### config.mk
export PLATFORM = sky130hd
export DESIGN_NAME = gnn_mac_scheduler
export DESIGN_NICKNAME = d
export VERILOG_FILES = /design/src/rtl/gnn_mac_scheduler.sv
export SDC_FILE = /design/constraint.sdc
export NUM_CORES = 1
export LEC_CHECK = 0
export BUFFER_PORTS_ARGS = -buffer_cell sky130_fd_sc_hd__buf_2
export CORE_ASPECT_RATIO = 0.8
export CORE_UTILIZATION = 45
export CTS_CLUSTER_DIAMETER = 100
export CTS_CLUSTER_SIZE = 30
export DETAILED_ROUTE_END_ITERATION = 8
export GPL_TIMING_DRIVEN = 0
export MAX_ROUTING_LAYER = met4
export PLACE_DENSITY_LB_ADDON = 0.05
export SLEW_MARGIN = 20
export SYNTH_ARGS = -nofsm -noshare
export SYNTH_HDL_FRONTEND = slang
export SYNTH_SLANG_ARGS = --single-unit
### constraint.sdc
create_clock -name clk -period 10 [get_ports clk]
set_input_delay 2 -clock clk [delete_from_list [all_inputs] [get_ports clk]]
set_output_delay 2 -clock clk [all_outputs]
set_load 0.1 [all_outputs]
### src/rtl/gnn_mac_scheduler.sv
// Time-multiplexed sequencer for the 4-node two-layer MLP: one shared MAC, 25 cycles per node.
// Optional busy-cycle counter output cyc_cnt is enabled with GNN_CYCLE_CNT_EN.
module gnn_mac_scheduler #(
  parameter int N_NODES = 4,
  parameter int DW      = 5,
  parameter int OW      = 21
) (
  input  logic          clk,
  input  logic          rst_n,
  input  logic          in_ready,
  input  logic          abort,
  output logic [3:0]    feat_addr,
  input  logic [DW-1:0] feat_data,
  output logic [3:0]    w1_addr,
  input  logic [DW-1:0] w1_data,
  output logic [2:0]    w2_addr,
  input  logic [DW-1:0] w2_data,
  output logic          busy,
  output logic          out_valid,
  output logic [1:0]    out_node,
  output logic [OW-1:0] out0,
  output logic [OW-1:0] out1,
  output logic [3:0]    out_ready,
  output logic          done
`ifdef GNN_CYCLE_CNT_EN
  ,
  output logic [7:0]    cyc_cnt
`endif
);

  localparam int PW1 = 2 * DW;
  localparam int HW  = PW1 + 2;
  localparam int PW2 = HW + DW;
  localparam int AW  = PW2 + 2;
  localparam logic [1:0] LAST_NODE = 2'(N_NODES - 1);

  typedef enum logic [1:0] {
    IDLE = 2'd0,
    L1   = 2'd1,
    L2   = 2'd2,
    WR   = 2'd3
  } state_t;

  state_t          state_r, state_nxt_s;
  logic [1:0]      node_r, node_nxt_s;
  logic [1:0]      hid_r, hid_nxt_s;
  logic [1:0]      feat_r, feat_nxt_s;
  logic            o_r, o_nxt_s;
  logic [HW-1:0]   h_r [4];
  logic [AW-1:0]   acc_r [2];
  logic [PW1-1:0]  prod1_s;
  logic [PW2-1:0]  prod2_s;
  logic            start_s, wr_s, enter_l1_s, enter_l2_s;

  assign start_s    = (state_r == IDLE) && in_ready && !abort;
  assign wr_s       = (state_r == WR) && !abort;
  assign enter_l1_s = (state_nxt_s == L1) && (state_r != L1);
  assign enter_l2_s = (state_nxt_s == L2) && (state_r != L2);
  assign prod1_s    = PW1'(feat_data) * PW1'(w1_data);
  assign prod2_s    = PW2'(h_r[hid_r]) * PW2'(w2_data);

  // State and counter register
  always_ff @(posedge clk or negedge rst_n) begin
    if (!rst_n) begin
      state_r <= IDLE;
      node_r  <= 2'd0;
      hid_r   <= 2'd0;
      feat_r  <= 2'd0;
      o_r     <= 1'b0;
    end else begin
      state_r <= state_nxt_s;
      node_r  <= node_nxt_s;
      hid_r   <= hid_nxt_s;
      feat_r  <= feat_nxt_s;
      o_r     <= o_nxt_s;
    end
  end

  // Next-state and loop-counter sequencing; abort always lands in IDLE
  always_comb begin
    state_nxt_s = state_r;
    node_nxt_s  = node_r;
    hid_nxt_s   = hid_r;
    feat_nxt_s  = feat_r;
    o_nxt_s     = o_r;
    if (abort) begin
      state_nxt_s = IDLE;
      node_nxt_s  = 2'd0;
      hid_nxt_s   = 2'd0;
      feat_nxt_s  = 2'd0;
      o_nxt_s     = 1'b0;
    end else begin
      case (state_r)
        IDLE: begin
          if (in_ready) begin
            state_nxt_s = L1;
            node_nxt_s  = 2'd0;
            hid_nxt_s   = 2'd0;
            feat_nxt_s  = 2'd0;
            o_nxt_s     = 1'b0;
          end else begin
            state_nxt_s = IDLE;
          end
        end
        L1: begin
          feat_nxt_s = feat_r + 2'd1;
          if (feat_r == 2'd3) begin
            hid_nxt_s = hid_r + 2'd1;
            if (hid_r == 2'd3) begin
              state_nxt_s = L2;
              o_nxt_s     = 1'b0;
            end else begin
              state_nxt_s = L1;
            end
          end else begin
            hid_nxt_s = hid_r;
          end
        end
        L2: begin
          o_nxt_s = ~o_r;
          if (o_r) begin
            hid_nxt_s = hid_r + 2'd1;
            if (hid_r == 2'd3) begin
              state_nxt_s = WR;
            end else begin
              state_nxt_s = L2;
            end
          end else begin
            hid_nxt_s = hid_r;
          end
        end
        WR: begin
          hid_nxt_s  = 2'd0;
          feat_nxt_s = 2'd0;
          o_nxt_s    = 1'b0;
          if (node_r == LAST_NODE) begin
            state_nxt_s = IDLE;
            node_nxt_s  = 2'd0;
          end else begin
            state_nxt_s = L1;
            node_nxt_s  = node_r + 2'd1;
          end
        end
        default: begin
          state_nxt_s = IDLE;
        end
      endcase
    end
  end

  // Address registers load the next-cycle counters so they match the active MAC step
  always_ff @(posedge clk or negedge rst_n) begin
    if (!rst_n) begin
      feat_addr <= 4'd0;
      w1_addr   <= 4'd0;
      w2_addr   <= 3'd0;
    end else begin
      feat_addr <= (state_nxt_s == L1) ? {node_nxt_s, feat_nxt_s} : 4'd0;
      w1_addr   <= (state_nxt_s == L1) ? {feat_nxt_s, hid_nxt_s}  : 4'd0;
      w2_addr   <= (state_nxt_s == L2) ? {hid_nxt_s, o_nxt_s}     : 3'd0;
    end
  end

  // Layer accumulators: cleared on phase entry, one MAC per L1/L2 cycle
  always_ff @(posedge clk or negedge rst_n) begin
    if (!rst_n) begin
      for (int i = 0; i < 4; i++) h_r[i] <= {HW{1'b0}};
      acc_r[0] <= {AW{1'b0}};
      acc_r[1] <= {AW{1'b0}};
    end else begin
      if (enter_l1_s) begin
        for (int i = 0; i < 4; i++) h_r[i] <= {HW{1'b0}};
      end else if (state_r == L1) begin
        h_r[hid_r] <= h_r[hid_r] + HW'(prod1_s);
      end
      if (enter_l2_s) begin
        acc_r[0] <= {AW{1'b0}};
        acc_r[1] <= {AW{1'b0}};
      end else if (state_r == L2) begin
        acc_r[o_r] <= acc_r[o_r] + AW'(prod2_s);
      end
    end
  end

  // Result and status registers
  always_ff @(posedge clk or negedge rst_n) begin
    if (!rst_n) begin
      busy      <= 1'b0;
      out_valid <= 1'b0;
      out_node  <= 2'd0;
      out0      <= {OW{1'b0}};
      out1      <= {OW{1'b0}};
      out_ready <= 4'd0;
      done      <= 1'b0;
    end else begin
      busy      <= (state_nxt_s != IDLE);
      out_valid <= wr_s;
      done      <= wr_s && (node_r == LAST_NODE);
      if (wr_s) begin
        out0      <= OW'(acc_r[0]);
        out1      <= OW'(acc_r[1]);
        out_node  <= node_r;
        out_ready <= out_ready | (4'd1 << node_r);
      end else if (start_s) begin
        out_ready <= 4'd0;
      end
    end
  end

`ifdef GNN_CYCLE_CNT_EN
  // Busy-cycle counter: cleared on start, frozen once back in IDLE
  always_ff @(posedge clk or negedge rst_n) begin
    if (!rst_n) begin
      cyc_cnt <= 8'd0;
    end else if (start_s) begin
      cyc_cnt <= 8'd0;
    end else if (state_r != IDLE) begin
      cyc_cnt <= cyc_cnt + 8'd1;
    end
  end
`else
  // No cycle counter in this build.
`endif

endmodule

==> flow_metrics.tcl, run 1 <==
set metrics [dict create \
    status "finished clean" \
    power_density_nw_per_um2 248.1 \
    die-area_um2 22660 \
    grt_overflow 0 \
    slew_viol_final 0 \
    pwr-share-comb_pct 53.1 \
    fp.dieW_um 168.1 \
    p_int_uw 1570 \
    dr.pass1.iters 5 \
    pwr-share-clk_pct 22.7 \
    crit_required_ns 10.31 \
    antenna_cells 0 \
    drt-total-wl_um 24210 \
    dr_wl_met3_um 1197 \
    drtIter0Drc 575 \
    route.met2.wl_um 10510 \
    setup_tns_ns 0 \
    max_freq_mhz 170.2 \
    synth.area.top_cells "dfrtp_1 38%, fa_1 13%, ha_1 7.6%, nand2_1 7.0%, a22o_1 5.8%" \
    yosysTopAreaCellShare_pct 38.06 \
    post_cts_resized 0 \
    critPathTopFamily "adder cells" \
    critPathLaunchType "primary input" \
    cts_setup_buffers 0 \
    clockRootBuffer "clkbuf_16" \
    clock_sinks 151 \
    rsz0062_at_grt "no" \
    syn-instance-count 994 \
    p_leak_uw 0.005784 \
    cp_cell_sequence "buf_2 > clkbuf_1 > nand2_1 > fa_1 > inv_1 > fa_1 > inv_1 > fa_1 > inv_1 > ha_1 > o211ai_1 > a21oi_1 > o311a_1 > o31ai_2 > xnor2_1 > a22o_1" \
    hold_buffers 0 \
    placed_area_um2 10700 \
    endpoint_kind "flop" \
    hold_viol 0 \
    topRoutingLayerUsed "met4" \
    switching_share_pct 43.83 \
    synth_top_flop_cell "dfrtp_1" \
    setup_viol 0 \
    synth_edf_count 0 \
    min_period_over_period_pct 58.76 \
    wl_per_cell_um 17.54 \
    p_seq_share_pct 24.1 \
    viasPerCell 5.396 \
    synth_top_cell_by_area "dfrtp_1" \
    synth_seq_cells 151 \
    synth.avg_cell_area_um2 9.988 \
    slowest_stage "fa_1" \
    slew_headroom_pct 43.79 \
    arrival_ns 6.19 \
    clk_latency_ns 0.43 \
    ys_types 60 \
    nNetsFinal 1233 \
    start_util_pct 45.92 \
    cpPeakStageDelay_ns 0.56 \
    grt_usage_pct 23.33 \
    hold_ws_ns 0.4693 \
    syn_area_um2 9928 \
    stdcell_area_um2 11260 \
    area_growth_pct 13.46 \
    finalCriticalPeriod_ns 5.876 \
    drive_gt1_share_pct 14.12 \
    ctsHtreeMaxLevel 4 \
    place_congestion 0.8275 \
    antenna_found_initial 0 \
    clk_pin_slew_ns 0.06 \
    met1_length_um 12290 \
    hold_class "reg -> reg" \
    tightest_slew_ns 0.8432 \
    dr_total_vias 7447 \
    path_max_fanout 10 \
    route.detailed.drc 0 \
    cts_tree "built" \
    ant_nets 0 \
    fin_skew_ns 0.01354 \
    cts_buffers 17 \
    finalPower_uw 2795 \
    p_sw_uw 1225 \
    critPathKind "in -> reg" \
    grt_pass1_wl_um 39550 \
    irDropWorstVdd_v 0.0001855 \
    max_cap_viol_count 0 \
    path_buf_inv 5 \
    io_pins 81 \
    grt_max_degree 79 \
    synthArstFlopShare_pct 100.0 \
    grt_pass1_vias 7396 \
    portBuffers 75 \
    yosys_warnings 0 \
    dieHeight_um 134.9 \
    rows 48 \
    clock_path_buffers 2 \
    hpwl_um 18170 \
    synth.yosys.seq_area_share_pct 38.06 \
    core_area_um2 21620 \
]
## stage by stage
stage | utilization (%) | cells | worst slack, ns
after floorplan | - | 997 | 4.289
after global placement | 49.30 | 1347 | 3.648
after detailed placement | 49.47 | 1348 | 3.671
after CTS | 52.10 | 1380 | 4.100
after global routing | 52.10 | 1380 | 3.813
final | 52.10 | 1380 | 4.124
## cell usage after synthesis, drive strengths merged (6+ instances only)
| cell | n |
|---|---|
| nor2 | 24 |
| a22o | 66 |
| a21oi | 39 |
| nor2b | 6 |
| xnor2 | 13 |
| mux2i | 15 |
| o211ai | 6 |
| a21o | 8 |
| nor3 | 9 |
| fa | 62 |
| buf | 23 |
| mux2 | 10 |
| nand3 | 11 |
| dfrtp | 151 |
| nand2 | 184 |
| nand2b | 10 |
| clkbuf | 24 |
| mux4 | 11 |
| and2 | 66 |
| inv | 102 |
| and3 | 9 |
| o21ai | 34 |
| ha | 60 |
## kinds of logic (layout without fill, tap and decap cells)
kind of cell	after synthesis	count (layout)	synth area share [%]
adders and majority gates	122	122	20.06
DFF	151	151	38.06
and+or+nand+nor	330	330	15.37
xor gates and xnor gates	18	18	1.588
AOI/OAI and AO/OA	186	186	13.65
muxes	36	36	5.142
other	1	4	0.03777
buffers and inverters	150	258	6.087
## flip-flops by register name, summed over array words and instances, names as in the netlist
name and flops:
out0 19, feat_r 2, w1_addr 3, hid_r 2, o_r 1, busy 1, done 1, h_r 48
w2_addr 3, out1 19, feat_addr 3, out_valid 1, node_r 2, out_node 2, state_r 2, acc_r 38
out_ready 4
## worst register-to-register path, cell delays in order (launching register included)
cell	delay [ns]
dfrtp_1	0.38
clkbuf_1	0.40
clkbuf_1	0.63
mux4_2	0.53
and2_1	0.23
fa_1	0.51
fa_1	0.54
inv_1	0.05
fa_1	0.54
inv_1	0.05
ha_1	0.34
o211ai_1	0.19
a21oi_1	0.08
o311a_1	0.41
o31ai_2	0.39
xnor2_1	0.17
a22o_1	0.25
## worst paths after layout
kind	start	endpoint	slack (ns)	cells after the start
min in group asynchronous	rst_n	out0[2]	1.52	1
worst max register to register	hid_r[1]	acc_r[14]	4.21	16
max in group asynchronous	rst_n	hid_r[1]	7.67	2
worst min register to register	out1[4]	out1[4]	0.47	2
worst min-delay path	out1[4]	out1[4]	0.47	2
worst max-delay path	w2_data[1]	acc_r[14]	4.12	16
## placed cells by master (no fill, tap or decap), types with 17 or more instances in the layout
cell and n:
nor2_1 24, and2_1 62, a22o_1 66, o21ai_0 32, a21oi_1 39, dfrtp_1 151
clkbuf_16 17, nand2_1 184, fa_1 62, clkbuf_1 25, ha_1 60, buf_2 86
inv_1 102
## cell type report
cell class	count	area (um^2)
buffer	47	217.7
timing repair buffer	76	412.9
tap	275	344.1
sequential	151	3779
clock buffer	18	429.2
clock inverter	14	138.9
multi-input combinational	696	5557
inverter	103	386.6
fill	2062	10360
## layer usage
layer,track usage (%),vias to the layer above
met4,4.444,0
li1,-,3528
met3,4.572,14
met2,33.31,176
met1,34.52,3729
met5,-,-
## power by group through the flow
stage | logic, uW | registers (uW) | clock network, uW
after detailed placement | 1480 | 684 | 0
after global routing | 1680 | 677 | 674
final | 1490 | 674 | 636
after floorplan | 1120 | 691 | 0
after global placement | 1480 | 685 | 0
after CTS | 1500 | 674 | 645
Note: power is estimated with default switching activity, not from simulation.
==> run 2: changes to the inputs <==
Settings changed: ABC_AREA set to 1.
Clock period 10 ns to 5.45 ns, I/O delays scaled along.
==> run 2 against run 1 <==
Combinational power rose by 72%; final area rose by 6.5%; synthesized cell count rose by 41%; sequential share of layout area fell by 2.1 points; clock power rose by 82%; total power rose by 77%; clock skew fell by 0.0039 ns; first-iteration DRC count rose by 47%; core utilization rose by 0.51 points; critical path depth rose by 4; final cell count rose by 32%; die area rose by 6.9%; critical endpoint is now acc_r[7]; highest routed layer unchanged.
==> flow_metrics.tcl, run 2 <==
set metrics [dict create \
    irDropWorstVdd_v 0.0003648 \
    grt_pass1_wl_um 48080 \
    arrival_ns 5.54 \
    regMostFlops "h_r" \
    clockRootBuffer "clkbuf_16" \
    start_util_pct 46.58 \
    synth.avg_cell_area_um2 7.583 \
    setup_tns_ns 0 \
    max_freq_mhz 193.2 \
    synth_edf_count 0 \
    place_congestion 0.9135 \
    cts_buffers 17 \
    drive_gt1_share_pct 10.93 \
    slew_headroom_pct 33.98 \
    finalNonFillerCells 1816 \
    multi_input_area_um2 5687 \
    synth_top_flop_cell "dfrtp_1" \
    layout_commonest_cell "nand2_1" \
    hold_depth 2 \
    cp-startpoint "hid_r[0]" \
    seq_area_um2 3779 \
    finalCriticalPeriod_ns 5.175 \
    dr_total_vias 9158 \
    clock_path_buffers 2 \
    nNetsFinal 1638 \
    drtIter0Drc 846 \
    rsz0062_at_grt "no" \
    route.detailed.drc 0 \
    min_period_over_period_pct 94.95 \
    crit_required_ns 5.82 \
    synth.yosys.seq_area_share_pct 35.57 \
    cts_setup_buffers 0 \
    area_growth_pct 12.94 \
    grt_usage_pct 26.49 \
    antenna_found_initial 0 \
    wl_per_cell_um 16.23 \
    hpwl_um 22800 \
    rows 49 \
    clk_latency_ns 0.43 \
    power_density_nw_per_um2 412.2 \
    ys_types 32 \
    syn_area_um2 10620 \
    dieHeight_um 139.4 \
    synth.most_common_cell "nand2_1" \
    synth_top_cell_by_area "dfrtp_1" \
    tightest_slew_ns 0.9799 \
    yosys_warnings 0 \
    reg2regPathDepth 20 \
    critPathKind "reg -> reg" \
    max_cap_viol_count 0 \
    grt_pass1_vias 8581 \
    reg.largest.list "h_r (48), acc_r (38)" \
    portBuffers 73 \
    viasPerCell 5.043 \
    ant_nets 0 \
    post_cts_resized 0 \
    p_leak_uw 0.006898 \
    fillerInstances 2327 \
    hold_viol 0 \
    clk_pin_slew_ns 0.06 \
    syn-instance-count 1401 \
    ctsHtreeMaxLevel 4 \
    final_cell_mix "475 x nand2_1, 227 x inv_1, 155 x nand3_1, 151 x dfrtp_1, 86 x buf_2" \
    synthArstFlopShare_pct 100.0 \
    clock_sinks 151 \
    die-area_um2 24230 \
    dp_cells 1784 \
    fp.dieW_um 173.8 \
    setup_viol 0 \
    antenna_cells 0 \
    dr.pass1.iters 5 \
    drt-total-wl_um 29480 \
    endpoint_kind "flop" \
    grt_overflow 0 \
    grt_max_degree 97 \
    core_area_um2 22810 \
    min_from "out1[10]" \
    status "finished clean" \
    fin_skew_ns 0.009598 \
    hold_buffers 0 \
    path_max_fanout 11 \
    synth.area.top_cells "dfrtp_1 36%, nand2_1 17%, fa_1 12%, inv_1 8.0%, nand3_1 7.3%" \
    ys_top_cells_by_count "475 x nand2_1, 227 x inv_1, 155 x nand3_1" \
    largest_reg_flops 48 \
    hold_class "reg -> reg" \
    io_pins 81 \
    yosysTopAreaCellShare_pct 35.57 \
    critPathLaunchType "flop" \
    cts_tree "built" \
    synth_seq_cells 151 \
    slew_viol_final 0 \
    r2r-start "hid_r[0]" \
]
-- run 2: cell types whose count changed after synthesis, moves of 10 or more --
cell	before	now
nand2b_1	10	0
mux4_2	11	0
nor2_1	24	83
a22o_1	66	0
inv_1	102	227
nand3_1	11	155
mux2_2	10	0
and2_1	62	3
a21oi_1	39	17
mux2i_1	15	0
nand3_2	0	21
nand2_1	184	475
o21ai_0	32	47
-- run 2: cell type report --
cell class	instances	area share, %
clock inverters	14	1.137
repair buffers	74	3.358
well taps	306	3.191
clock buffers	18	3.660
flip-flops and latches	151	31.49
multi-input cells	964	47.39
plain buffers	56	2.482
inverters	233	7.289
-- run 2: kinds of logic (layout without fill, tap and decap cells) --
kind of cell    count (synthesis)  in the layout  synth area share (%)
fa+ha+maj                     122            122                 18.75
buf+inv                       289            395                 11.01
xor+xnor                        9              9                0.7419
compound gates                 76             76                 3.769
simple gates                  753            753                 30.13
flops                         151            151                 35.57
other cells                     1              4               0.03530
-- run 2: worst max-delay path, cell delays in order, from the launching register on --
cell and delay, ns:
dfrtp_1 0.39, buf_2 0.25, clkinv_1 0.31, buf_2 0.31, nand2_1 0.08, nand3_1 0.10
nand2_1 0.37, inv_1 0.18, nand2_1 0.12, fa_1 0.46, fa_1 0.54, fa_1 0.55
inv_1 0.04, ha_1 0.37, nand2_1 0.09, nor2_1 0.16, nand2_1 0.07, nand3_1 0.14
xor2_1 0.39, nand2_1 0.09, nand2_1 0.08
-- run 2: routing by layer --
metal	track usage [%]	vias to the layer above	wire length (um)
met5	-	-	0
met3	2.541	22	1638
met1	41.74	4363	15570
li1	-	4482	-
met2	36.46	291	12000
met4	5.309	0	274
-- run 2: power breakdown --
group          total, uW  switching (uW)  internal [uW]
Sequential          1210            34.6           1180
Combinational       2570            1780            792
Clock               1160             511            653
Total               4950            2320           2620
-- run 2: path summary, 6_finish.rpt --
| path | endpoint | slack [ns] |
|---|---|---|
| worst max-delay path | acc_r[7] | 0.28 |
| worst min-delay path | out1[10] | 0.47 |
| worst max register to register | acc_r[7] | 0.28 |
| worst min register to register | out1[10] | 0.47 |
| max in group asynchronous | acc_r[9] | 4.07 |
| min in group asynchronous | feat_addr[1] | 0.57 |
-- run 2: through the flow --
step | cell area (um^2) | util (%) | hold slack, ns | total power, uW | worst slack [ns]
final | 12000 | 52.61 | 0.4667 | 4946 | 0.2753
after global routing | 12000 | 52.61 | 0.4919 | 5349 | 0.04426
after CTS | 12000 | 52.60 | 0.4691 | 4947 | 0.2890
after detailed placement | 11420 | 50.08 | 0.4530 | 3769 | 0.3139
after global placement | 11380 | 49.91 | 0.4483 | 3754 | 0.3591
after floorplan | 10640 | - | 0.4662 | 3013 | 1.111
